$ cat src/rtl/fmt_link_arbiter_if.sv
// Bundle between the two formatter ports and the shared downstream link.
// The slave modport is the arbiter; the master modport is whatever drives it.
interface fmt_link_arbiter_if #(
  parameter int DATA_W = 32
);

  logic              m0_req_i;
  logic [1:0]        m0_chid_i;
  logic [5:0]        m0_length_i;
  logic [DATA_W-1:0] m0_data_i;
  logic              m0_start_i;
  logic              m0_end_i;
  logic              m0_grant_o;

  logic              m1_req_i;
  logic [1:0]        m1_chid_i;
  logic [5:0]        m1_length_i;
  logic [DATA_W-1:0] m1_data_i;
  logic              m1_start_i;
  logic              m1_end_i;
  logic              m1_grant_o;

  logic              lnk_grant_i;
  logic              lnk_req_o;
  logic              lnk_src_o;
  logic [1:0]        lnk_chid_o;
  logic [5:0]        lnk_length_o;
  logic [DATA_W-1:0] lnk_data_o;
  logic              lnk_start_o;
  logic              lnk_end_o;

  modport master (
    output m0_req_i, m0_chid_i, m0_length_i, m0_data_i, m0_start_i, m0_end_i,
    output m1_req_i, m1_chid_i, m1_length_i, m1_data_i, m1_start_i, m1_end_i,
    output lnk_grant_i,
    input  m0_grant_o, m1_grant_o,
    input  lnk_req_o, lnk_src_o, lnk_chid_o, lnk_length_o,
    input  lnk_data_o, lnk_start_o, lnk_end_o
  );

  modport slave (
    input  m0_req_i, m0_chid_i, m0_length_i, m0_data_i, m0_start_i, m0_end_i,
    input  m1_req_i, m1_chid_i, m1_length_i, m1_data_i, m1_start_i, m1_end_i,
    input  lnk_grant_i,
    output m0_grant_o, m1_grant_o,
    output lnk_req_o, lnk_src_o, lnk_chid_o, lnk_length_o,
    output lnk_data_o, lnk_start_o, lnk_end_o
  );

endinterface

$ cat src/rtl/fmt_link_arbiter.sv
// Round-robin, per-packet arbiter sharing one downstream formatter link
// between two formatter ports, with length and start-timeout checking.
module fmt_link_arbiter #(
  parameter int START_TMO = 16,
  parameter int DATA_W    = 32
) (
  input  logic             clk_i,
  input  logic             rstn_i,
  fmt_link_arbiter_if.slave bus,
  output logic             err_len_o,
  output logic             err_tmo_o,
  output logic             busy_o
);

  typedef enum logic [1:0] {
    IDLE,
    REQ,
    WAIT_START,
    XFER
  } state_t;

  localparam logic [7:0] TMO_LIMIT = 8'(START_TMO);

  state_t            r_state;
  state_t            w_state_next;
  logic              r_rr_last;
  logic              r_sel;
  logic [1:0]        r_chid;
  logic [5:0]        r_length;
  logic [7:0]        r_timer;
  logic [6:0]        r_count;
  logic              r_grant0;
  logic              r_grant1;
  logic              r_err_len;
  logic              r_err_tmo;

  logic              w_pick;
  logic              w_sel_req;
  logic              w_sel_start;
  logic              w_sel_end;
  logic [DATA_W-1:0] w_sel_data;
  logic              w_active;
  logic [7:0]        w_timer_inc;
  logic [6:0]        w_count_word;
  logic              w_len_bad;
  logic              w_latch;
  logic              w_grant_fwd;
  logic              w_end_chk;
  logic              w_tmo;

  // With both ports requesting, the one that was not served last wins.
  assign w_pick = (bus.m0_req_i && bus.m1_req_i) ? ~r_rr_last : bus.m1_req_i;

  assign w_sel_req   = r_sel ? bus.m1_req_i   : bus.m0_req_i;
  assign w_sel_start = r_sel ? bus.m1_start_i : bus.m0_start_i;
  assign w_sel_end   = r_sel ? bus.m1_end_i   : bus.m0_end_i;
  assign w_sel_data  = r_sel ? bus.m1_data_i  : bus.m0_data_i;

  assign w_active    = (r_state == WAIT_START) || (r_state == XFER);
  assign w_timer_inc = r_timer + 8'd1;

  // Word count including the current word; the start word is word 1.
  assign w_count_word = (r_state != XFER)   ? 7'd1 :
                        (r_count == 7'd127) ? r_count : r_count + 7'd1;
  assign w_len_bad    = (w_count_word != {1'b0, r_length});

  always_comb begin
    w_state_next = r_state;
    w_latch      = 1'b0;
    w_grant_fwd  = 1'b0;
    w_end_chk    = 1'b0;
    w_tmo        = 1'b0;
    case (r_state)
      IDLE: begin
        if (bus.m0_req_i || bus.m1_req_i) begin
          w_latch      = 1'b1;
          w_state_next = REQ;
        end
      end
      REQ: begin
        if (bus.lnk_grant_i) begin
          w_grant_fwd  = 1'b1;
          w_state_next = WAIT_START;
        end else if (!w_sel_req) begin
          w_state_next = IDLE;
        end
      end
      WAIT_START: begin
        if (w_sel_start) begin
          if (w_sel_end) begin
            w_end_chk    = 1'b1;
            w_state_next = IDLE;
          end else begin
            w_state_next = XFER;
          end
        end else if (w_timer_inc == TMO_LIMIT) begin
          w_tmo        = 1'b1;
          w_state_next = IDLE;
        end
      end
      XFER: begin
        if (w_sel_end) begin
          w_end_chk    = 1'b1;
          w_state_next = IDLE;
        end
      end
      default: w_state_next = IDLE;
    endcase
  end

  always_ff @(posedge clk_i or negedge rstn_i) begin
    if (!rstn_i) begin
      r_state   <= IDLE;
      r_rr_last <= 1'b1;
      r_sel     <= 1'b0;
      r_chid    <= 2'd0;
      r_length  <= 6'd0;
      r_timer   <= 8'd0;
      r_count   <= 7'd0;
      r_grant0  <= 1'b0;
      r_grant1  <= 1'b0;
      r_err_len <= 1'b0;
      r_err_tmo <= 1'b0;
    end else begin
      r_state   <= w_state_next;
      r_grant0  <= w_grant_fwd & ~r_sel;
      r_grant1  <= w_grant_fwd & r_sel;
      r_err_len <= w_end_chk & w_len_bad;
      r_err_tmo <= w_tmo;
      if (w_latch) begin
        r_sel    <= w_pick;
        r_chid   <= w_pick ? bus.m1_chid_i   : bus.m0_chid_i;
        r_length <= w_pick ? bus.m1_length_i : bus.m0_length_i;
      end
      if (w_grant_fwd) begin
        r_timer <= 8'd0;
      end else if (r_state == WAIT_START) begin
        r_timer <= w_timer_inc;
      end
      if (((r_state == WAIT_START) && w_sel_start) || (r_state == XFER)) begin
        r_count <= w_count_word;
      end
      if (w_end_chk || w_tmo) begin
        r_rr_last <= r_sel;
      end
    end
  end

  assign bus.m0_grant_o   = r_grant0;
  assign bus.m1_grant_o   = r_grant1;
  assign bus.lnk_req_o    = (r_state == REQ);
  assign bus.lnk_src_o    = busy_o & r_sel;
  assign bus.lnk_chid_o   = busy_o ? r_chid   : 2'd0;
  assign bus.lnk_length_o = busy_o ? r_length : 6'd0;
  assign bus.lnk_data_o   = w_active ? w_sel_data : '0;
  assign bus.lnk_start_o  = w_active & w_sel_start;
  assign bus.lnk_end_o    = w_active & w_sel_end;

  assign err_len_o = r_err_len;
  assign err_tmo_o = r_err_tmo;
  assign busy_o    = (r_state != IDLE);

endmodule

$ cat src/flat_wrapper.sv
// flat-port wrapper written by rule: the top's interface ports become plain ports
module fmt_link_arbiter_flat 
#(
  parameter int START_TMO = 16,
  parameter int DATA_W    = 32
)
  (clk_i, rstn_i, err_len_o, err_tmo_o, busy_o, bus_m0_req_i, bus_m0_chid_i, bus_m0_length_i, bus_m0_data_i, bus_m0_start_i, bus_m0_end_i, bus_m1_req_i, bus_m1_chid_i, bus_m1_length_i, bus_m1_data_i, bus_m1_start_i, bus_m1_end_i, bus_lnk_grant_i, bus_m0_grant_o, bus_m1_grant_o, bus_lnk_req_o, bus_lnk_src_o, bus_lnk_chid_o, bus_lnk_length_o, bus_lnk_data_o, bus_lnk_start_o, bus_lnk_end_o);
  fmt_link_arbiter_if #(.DATA_W(DATA_W)) bus_i ();
  input  logic clk_i;
  input  logic rstn_i;
  output logic err_len_o;
  output logic err_tmo_o;
  output logic busy_o;
  input wire logic [$bits(bus_i.m0_req_i)-1:0] bus_m0_req_i;
  input wire logic [$bits(bus_i.m0_chid_i)-1:0] bus_m0_chid_i;
  input wire logic [$bits(bus_i.m0_length_i)-1:0] bus_m0_length_i;
  input wire logic [$bits(bus_i.m0_data_i)-1:0] bus_m0_data_i;
  input wire logic [$bits(bus_i.m0_start_i)-1:0] bus_m0_start_i;
  input wire logic [$bits(bus_i.m0_end_i)-1:0] bus_m0_end_i;
  input wire logic [$bits(bus_i.m1_req_i)-1:0] bus_m1_req_i;
  input wire logic [$bits(bus_i.m1_chid_i)-1:0] bus_m1_chid_i;
  input wire logic [$bits(bus_i.m1_length_i)-1:0] bus_m1_length_i;
  input wire logic [$bits(bus_i.m1_data_i)-1:0] bus_m1_data_i;
  input wire logic [$bits(bus_i.m1_start_i)-1:0] bus_m1_start_i;
  input wire logic [$bits(bus_i.m1_end_i)-1:0] bus_m1_end_i;
  input wire logic [$bits(bus_i.lnk_grant_i)-1:0] bus_lnk_grant_i;
  output wire logic [$bits(bus_i.m0_grant_o)-1:0] bus_m0_grant_o;
  output wire logic [$bits(bus_i.m1_grant_o)-1:0] bus_m1_grant_o;
  output wire logic [$bits(bus_i.lnk_req_o)-1:0] bus_lnk_req_o;
  output wire logic [$bits(bus_i.lnk_src_o)-1:0] bus_lnk_src_o;
  output wire logic [$bits(bus_i.lnk_chid_o)-1:0] bus_lnk_chid_o;
  output wire logic [$bits(bus_i.lnk_length_o)-1:0] bus_lnk_length_o;
  output wire logic [$bits(bus_i.lnk_data_o)-1:0] bus_lnk_data_o;
  output wire logic [$bits(bus_i.lnk_start_o)-1:0] bus_lnk_start_o;
  output wire logic [$bits(bus_i.lnk_end_o)-1:0] bus_lnk_end_o;
  assign bus_i.m0_req_i = bus_m0_req_i;
  assign bus_i.m0_chid_i = bus_m0_chid_i;
  assign bus_i.m0_length_i = bus_m0_length_i;
  assign bus_i.m0_data_i = bus_m0_data_i;
  assign bus_i.m0_start_i = bus_m0_start_i;
  assign bus_i.m0_end_i = bus_m0_end_i;
  assign bus_i.m1_req_i = bus_m1_req_i;
  assign bus_i.m1_chid_i = bus_m1_chid_i;
  assign bus_i.m1_length_i = bus_m1_length_i;
  assign bus_i.m1_data_i = bus_m1_data_i;
  assign bus_i.m1_start_i = bus_m1_start_i;
  assign bus_i.m1_end_i = bus_m1_end_i;
  assign bus_i.lnk_grant_i = bus_lnk_grant_i;
  assign bus_m0_grant_o = bus_i.m0_grant_o;
  assign bus_m1_grant_o = bus_i.m1_grant_o;
  assign bus_lnk_req_o = bus_i.lnk_req_o;
  assign bus_lnk_src_o = bus_i.lnk_src_o;
  assign bus_lnk_chid_o = bus_i.lnk_chid_o;
  assign bus_lnk_length_o = bus_i.lnk_length_o;
  assign bus_lnk_data_o = bus_i.lnk_data_o;
  assign bus_lnk_start_o = bus_i.lnk_start_o;
  assign bus_lnk_end_o = bus_i.lnk_end_o;
  fmt_link_arbiter #(.START_TMO(START_TMO), .DATA_W(DATA_W)) u_core (.clk_i(clk_i), .rstn_i(rstn_i), .bus(bus_i), .err_len_o(err_len_o), .err_tmo_o(err_tmo_o), .busy_o(busy_o));
endmodule
$ cat config.mk
export PLATFORM = sky130hd
export DESIGN_NAME = fmt_link_arbiter_flat
export DESIGN_NICKNAME = d
export VERILOG_FILES = /design/src/rtl/fmt_link_arbiter_if.sv /design/src/rtl/fmt_link_arbiter.sv /design/src/flat_wrapper.sv
export SDC_FILE = /design/constraint.sdc
export NUM_CORES = 1
export LEC_CHECK = 0
export ABC_CLOCK_PERIOD_IN_PS = 3100
export CORE_UTILIZATION = 39
export CTS_CLUSTER_DIAMETER = 30
export DETAILED_ROUTE_END_ITERATION = 16
export GPL_ROUTABILITY_DRIVEN = 0
export PLACE_DENSITY = 0.89
export SKIP_CTS_REPAIR_TIMING = 1
export SLEW_MARGIN = 40
export SYNTH_ARGS = -nofsm -noshare
export SYNTH_HDL_FRONTEND = slang
export SYNTH_SLANG_ARGS = --single-unit
$ cat constraint.sdc
create_clock -name clk_i -period 3.1 [get_ports clk_i]
set_clock_uncertainty 0.2 [all_clocks]
set_input_delay 0.62 -clock clk_i [delete_from_list [all_inputs] [get_ports clk_i]]
set_output_delay 0.62 -clock clk_i [all_outputs]
set_load 0.01 [all_outputs]
---- Yosys cells after proc, flatten, opt, wreduce, memory -nomap -nowiden ----
Index checks and enable logic that the tools add are counted.
W data, S select, Z words.
cells by class
  reduce and logical (&&, ||, !) cells .... 10
  equality and inequality tests ........... 11
  muxes and demuxes ....................... 32
  add/subtract/negate cells ............... 2
  bitwise logic cells ..................... 8
operators with widths
  kind                   count
  $mux W32               2
  $mux W2                9
  $mux W8                2
  $mux W7                2
  $mux W1                13
  $mux W6                2
  $add A8 B1 Y8 const B  1
  $eq A8 B5 Y1 const B   1
  $pmux W2 S4            1
  $add A7 B1 Y7 const B  1
  $eq A7 B7 Y1 const B   1
  $ne A7 B6 Y1           1
  $and A1 B1 Y1          6
  $eq A2 B2 Y1 const B   2
  $logic_or A1 B1 Y1     4
  $ne A2 B1 Y1 const B   2
  $reduce_and A4 Y1      1
  $reduce_bool A2 Y1     2
  $ne A3 B1 Y1 const B   1
  $ne A3 B3 Y1 const B   1
  $eq A2 B1 Y1 const B   1
  $logic_and A1 B1 Y1    2
  $logic_not A2 Y1       1
  $ne A2 B2 Y1 const B   1
  2 further kinds        3
storage, ports and cells
  bits in registers ....................... 31

---- Longest topological paths before layout ----
Gate-level depths: netlist of run 1.
  word-level depth ........................ 6
  gate-level depth with buffers ........... 7
  depth with buffers taken out ............ 7

---- Least setup slack after synthesis of run 1 ----
OpenSTA, ideal clock, no wires.
  kind .................................... reg2reg
  start ................................... reg u_core.r_timer[0]
  end ..................................... reg u_core.r_rr_last
  library setup time ...................... 85 ps
  required time ........................... 2,815 ps
  arrival time ............................ 2,107 ps
  setup slack ............................. 708 ps
  stages on the path, launching flop included .. 8
  clock period less this slack ............ 2,392 ps
  path through ............................ dfrtp_1 -> ha_1 -> and3_4 -> and3_4 -> xor2_1 -> or4_4 -> o21ai_2 -> mux2_1
on the way
  cells in the longest elaborated chain, start to end .. 6
ends and longest elaborated chain
  item                    line                     text
  start, declared         fmt_link_arbiter.sv:30   logic [7:0] r_timer;
  start signal, assigned  fmt_link_arbiter.sv:138  r_timer <= w_timer_inc;
  $add A8 B1 Y8           fmt_link_arbiter.sv:60   assign w_timer_inc = r_timer + 8'd1;
  $eq A8 B5 Y1            fmt_link_arbiter.sv:96   end else if (w_timer_inc == TMO_LIMIT) begin
  $mux W1                 fmt_link_arbiter.sv:96
  $mux W1                 fmt_link_arbiter.sv:89   if (w_sel_start) begin
  $mux W1                 fmt_link_arbiter.sv:73   case (r_state)
  $logic_or A1 B1 Y1      fmt_link_arbiter.sv:143  if (w_end_chk || w_tmo) begin
  end signal, assigned    fmt_link_arbiter.sv:144  r_rr_last <= r_sel;
  end, declared           fmt_link_arbiter.sv:26   logic r_rr_last;
Every way passes these cells.
A chain may end at the register's enable or synchronous reset.

---- Worst setup path after layout of run 1 ----
  start ................................... reg u_core.r_state[0]
  end ..................................... out bus_lnk_length_o[3]
on the way
  cells in the longest elaborated chain, start to end .. 2
ends and longest elaborated chain
  item                    line                     text
  start, declared         fmt_link_arbiter.sv:24   state_t r_state;
  start signal, assigned  fmt_link_arbiter.sv:125  r_state <= w_state_next;
  $reduce_bool A2 Y1      fmt_link_arbiter.sv:161  assign busy_o = (r_state != IDLE);
  $mux W6                 fmt_link_arbiter.sv:154  assign bus.lnk_length_o = busy_o ? r_length : 6'd0;
  end, declared           flat_wrapper.sv:32       output wire logic [$bits(bus_i.lnk_length_o)-1:0] bus_lnk_length_o;
Every way passes these cells.

==> results of run 1 <==
-- where the power goes --
| part | internal [mW] | switching (mW) |
|---|---|---|
| Sequential | 0.544 | 0.207 |
| Clock | 0.202 | 0.153 |
| Combinational | 1.04 | 0.869 |
| Total | 1.78 | 1.23 |
-- synthesized netlist by cell type, types with 2 or more instances --
library cell / n / area [sq um]
a21o_1: 3 / 22.5
a31oi_1: 5 / 31.3
inv_1: 3 / 11.3
o22ai_1: 5 / 31.3
buf_1: 3 / 11.3
xnor2_1: 3 / 26.3
mux2i_1: 44 / 440
a211oi_1: 3 / 22.5
and3_4: 4 / 45.0
nand3_1: 8 / 40.0
nor2_1: 23 / 86.3
and3_1: 3 / 18.8
a311oi_1: 5 / 43.8
xor2_1: 3 / 26.3
o22a_1: 2 / 17.5
nor2b_1: 42 / 263
dfrtp_1: 30 / 751
clkbuf_1: 15 / 56.3
nor3_1: 5 / 25.0
nand2_1: 13 / 48.8
nand4b_1: 2 / 17.5
o21ai_0: 4 / 20.0
and2_1: 2 / 12.5
ha_1: 3 / 37.5
a21oi_1: 27 / 135
o21ai_1: 4 / 20.0
inv_2: 3 / 11.3
mux2_2: 2 / 22.5
-- placed cells by master, fill, tap and decap left out, types with 2 or more instances in the layout --
cell type and count:
xnor2_1 3, o22ai_1 5, o21ai_0 4, clkdlybuf4s50_1 137
nor2b_1 42, nor3_1 5, dfrtp_1 29, buf_4 5
nand2_1 13, xor2_1 3, and2_1 2, nand3_1 8
o22a_1 2, mux2_2 2, and3_1 3, mux2i_1 44
a211oi_1 3, clkbuf_8 7, a31oi_1 5, a311oi_1 5
a21o_1 3, ha_1 3, a21oi_1 27, inv_2 3
o21ai_1 4, nand4b_1 2, inv_1 3, and3_4 4
nor2_1 23
-- layout make-up --
| cell class | count | area, sq um | share of cell area (%) |
|---|---|---|---|
| well taps | 75 | 93.8 | 2.34 |
| flip-flops and latches | 31 | 778 | 19.4 |
| clock buffers | 8 | 100 | 2.50 |
| repair buffers | 143 | 1430 | 35.6 |
| multi-input cells | 231 | 1590 | 39.6 |
| inverters | 6 | 22.5 | 0.562 |
-- tightest hold or removal path, stage by stage, from the launching register on --
cell and delay (ns):
dfrtp_1 0.34, nor2_1 0.05, a21oi_1 0.10
-- routing by layer --
metal	vias to the layer above	wire (um)	track usage, %
met5	-	0	0
met4	0	177	9.47
met3	17	554	5.33
met2	114	4010	38.6
met1	1266	3000	28.2
li1	1291	-	-
-- metrics by stage --
step,hold WS [ns],std cells
global route,0.381,494
detailed placement,0.308,486
CTS,0.323,494
finish,0.317,494
global placement,0.305,486
floorplan,0.124,289
-- path summary, 6_finish.rpt --
check | startpoint | end | slack (ns) | cells past startpoint
worst max-delay path | u_core.r_state[0]$_DFFE_PN0P_ | bus_lnk_length_o[3] | 0.24 | 3
worst min-delay path | u_core.r_chid[0]$_DFFE_PN0P_ | u_core.r_chid[0]$_DFFE_PN0P_ | 0.32 | 2
worst max register to register | u_core.r_timer[0]$_DFFE_PN0P_ | u_core.r_rr_last$_DFFE_PN1P_ | 0.55 | 7
worst min register to register | u_core.r_chid[0]$_DFFE_PN0P_ | u_core.r_chid[0]$_DFFE_PN0P_ | 0.32 | 2
max in group asynchronous | rstn_i | u_core.r_rr_last$_DFFE_PN1P_ | 1.83 | 2
min in group asynchronous | rstn_i | u_core.r_chid[0]$_DFFE_PN0P_ | 0.54 | 2
-- cell families after synthesis --
| logic type | after synthesis |
|---|---|
| compound gates | 66 |
| xor+xnor | 6 |
| fa+ha+maj | 3 |
| buf+inv | 27 |
| flops | 31 |
| mux | 47 |
| simple gates | 109 |
-- registers in the layout, indices dropped and copies added (netlist names) --
register,cells
u_core.err_tmo_o,1
u_core.r_sel,1
u_core.r_chid,2
u_core.bus.m1_grant_o,1
u_core.r_length,6
u_core.bus.m0_grant_o,1
u_core.r_timer,8
u_core.r_count,7
u_core.r_rr_last,1
u_core.err_len_o,1
u_core.r_state,2
==> summary.md, run 1 <==
| Metric | Value |
|---|---|
| Run status | `completed` |
| RSZ-0062 raised after global routing | `false` |
| Vias in the first global route | `2484` |
| Fin Setup TNS | `0 ns` |
| CP Launch Type | `register` |
| Remaining global-route overflow | `0` |
| Syn Nets | `381` |
| All-Layer GR Usage | `23.0%` |
| # setup viols final | `0` |
| Mapped Avg Cell Area | `8.57 sq um` |
| Worst-Skew Late Latency | `0.29 ns` |
| Seq/Total Area, Yosys | `31.4%` |
| CTS tree | `built` |
| Post-synthesis xor/xnor area fraction | `2.12%` |
| Proportion of layout cells with a drive suffix above 1 | `6.21%` |
| Post-synthesis cell count | `289` |
| EDFF count, synth | `0` |
| Die width | `81.7 um` |
| Crit-path slowest cell | `nor2_1` |
| Power Total | `3.01 mW` |
| Worst EP required | `2.28 ns` |
| Routed Antenna Nets | `0` |
| Power density over cell area | `751 nW/um^2` |
| Max-Cap Viols | `0` |
| Clk slew on worst S/H paths | `0.06 ns` |
| First-pass GRT wire length | `11800 um` |
| Crit Path Class | `reg2out` |
| # nets final | `510` |
| Synthesized area | `2480 sq um` |
| Fillers | `497` |
| Die area | `6670 sq um` |
| Synth Area in Compound Gates | `16.6%` |
| Static Leak | `1.63 nW` |
| TritonCTS Sinks | `31` |
| CP delay by family, top | `simple AND/OR/NAND/NOR gates` |
| Via density | `5.44` |
| FP Rows | `28` |
| Final Instance Area | `4010 sq um` |
| Ys async rst share | `100%` |
| CTS buffer count | `5` |
| Final period utilization | `92.2%` |
| Die Y | `81.7 um` |
| Final Hold Fails | `0` |
| Htree depth | `2` |
| Adder-cell share of the synthesized area | `1.52%` |
| Core area | `6030 sq um` |
| Post-DP HPWL | `5880 um` |
| CTS max path bufs | `2` |
| Cells along the critical path | `nor2_1 > nor2b_1 > clkdlybuf4s50_1` |
| Total Wirelength | `7730 um` |
| Top FF cell, synth | `dfrtp_1` |
| DRC violations left | `0` |
| CP Max Fanout | `11` |
| P&R area growth vs syn | `61.9%` |
| Largest family of logic cells by synthesized area | `simple AND/OR/NAND/NOR gates` |
| Slowest stage delay, CP | `0.62 ns` |
| Max IR drop VDD | `0.000552 V` |
| Setup crit end kind | `output pin` |
| Root Driver | `clkbuf_8` |
| Max-slew violations | `0` |
| Vias | `2688` |
| I/O pin count | `138` |
| IO buf count | `137` |
| Mux contribution to synthesized area | `19.1%` |
| Synth cell types | `48` |
| Drt first pass iters | `4` |
| Wire per inst | `15.7 um` |
| DRT iter0 DRCs | `119` |
| Min Tclk post-route | `2.86 ns` |
| Cell area after placement | `3910 sq um` |
| Total number of yosys warnings | `0` |
| Antenna Cells | `0` |
| Initial antenna violation count | `0` |
| Worst slack, placed | `0.230 ns` |
| Buffers and inverters on the worst path | `1` |
| Min-delay worst type | `reg2reg` |
| Slew @ Worst Pin | `0.765 ns` |
| Layout Utilization | `66.5%` |
| Worst setup margin | `0.241 ns` |
| Post-synthesis register bit count | `31` |
| Fmax | `350 MHz` |
| Initial core utilization | `41.1%` |
| Largest net degree at the start of global routing | `38` |
| Data arrival, critical path | `2.04 ns` |
| Slew headroom | `48.8%` |
| Simple-gate share of the synthesized area | `24.6%` |
No activity file was read; power rests on OpenSTA's default activity.
==> inputs of run 2 (changes only) <==
Settings changed: CTS_CLUSTER_SIZE set to 30.
==> results of run 2 <==
Same layout as run 1: the final DEF is identical, and so are final timing and power.
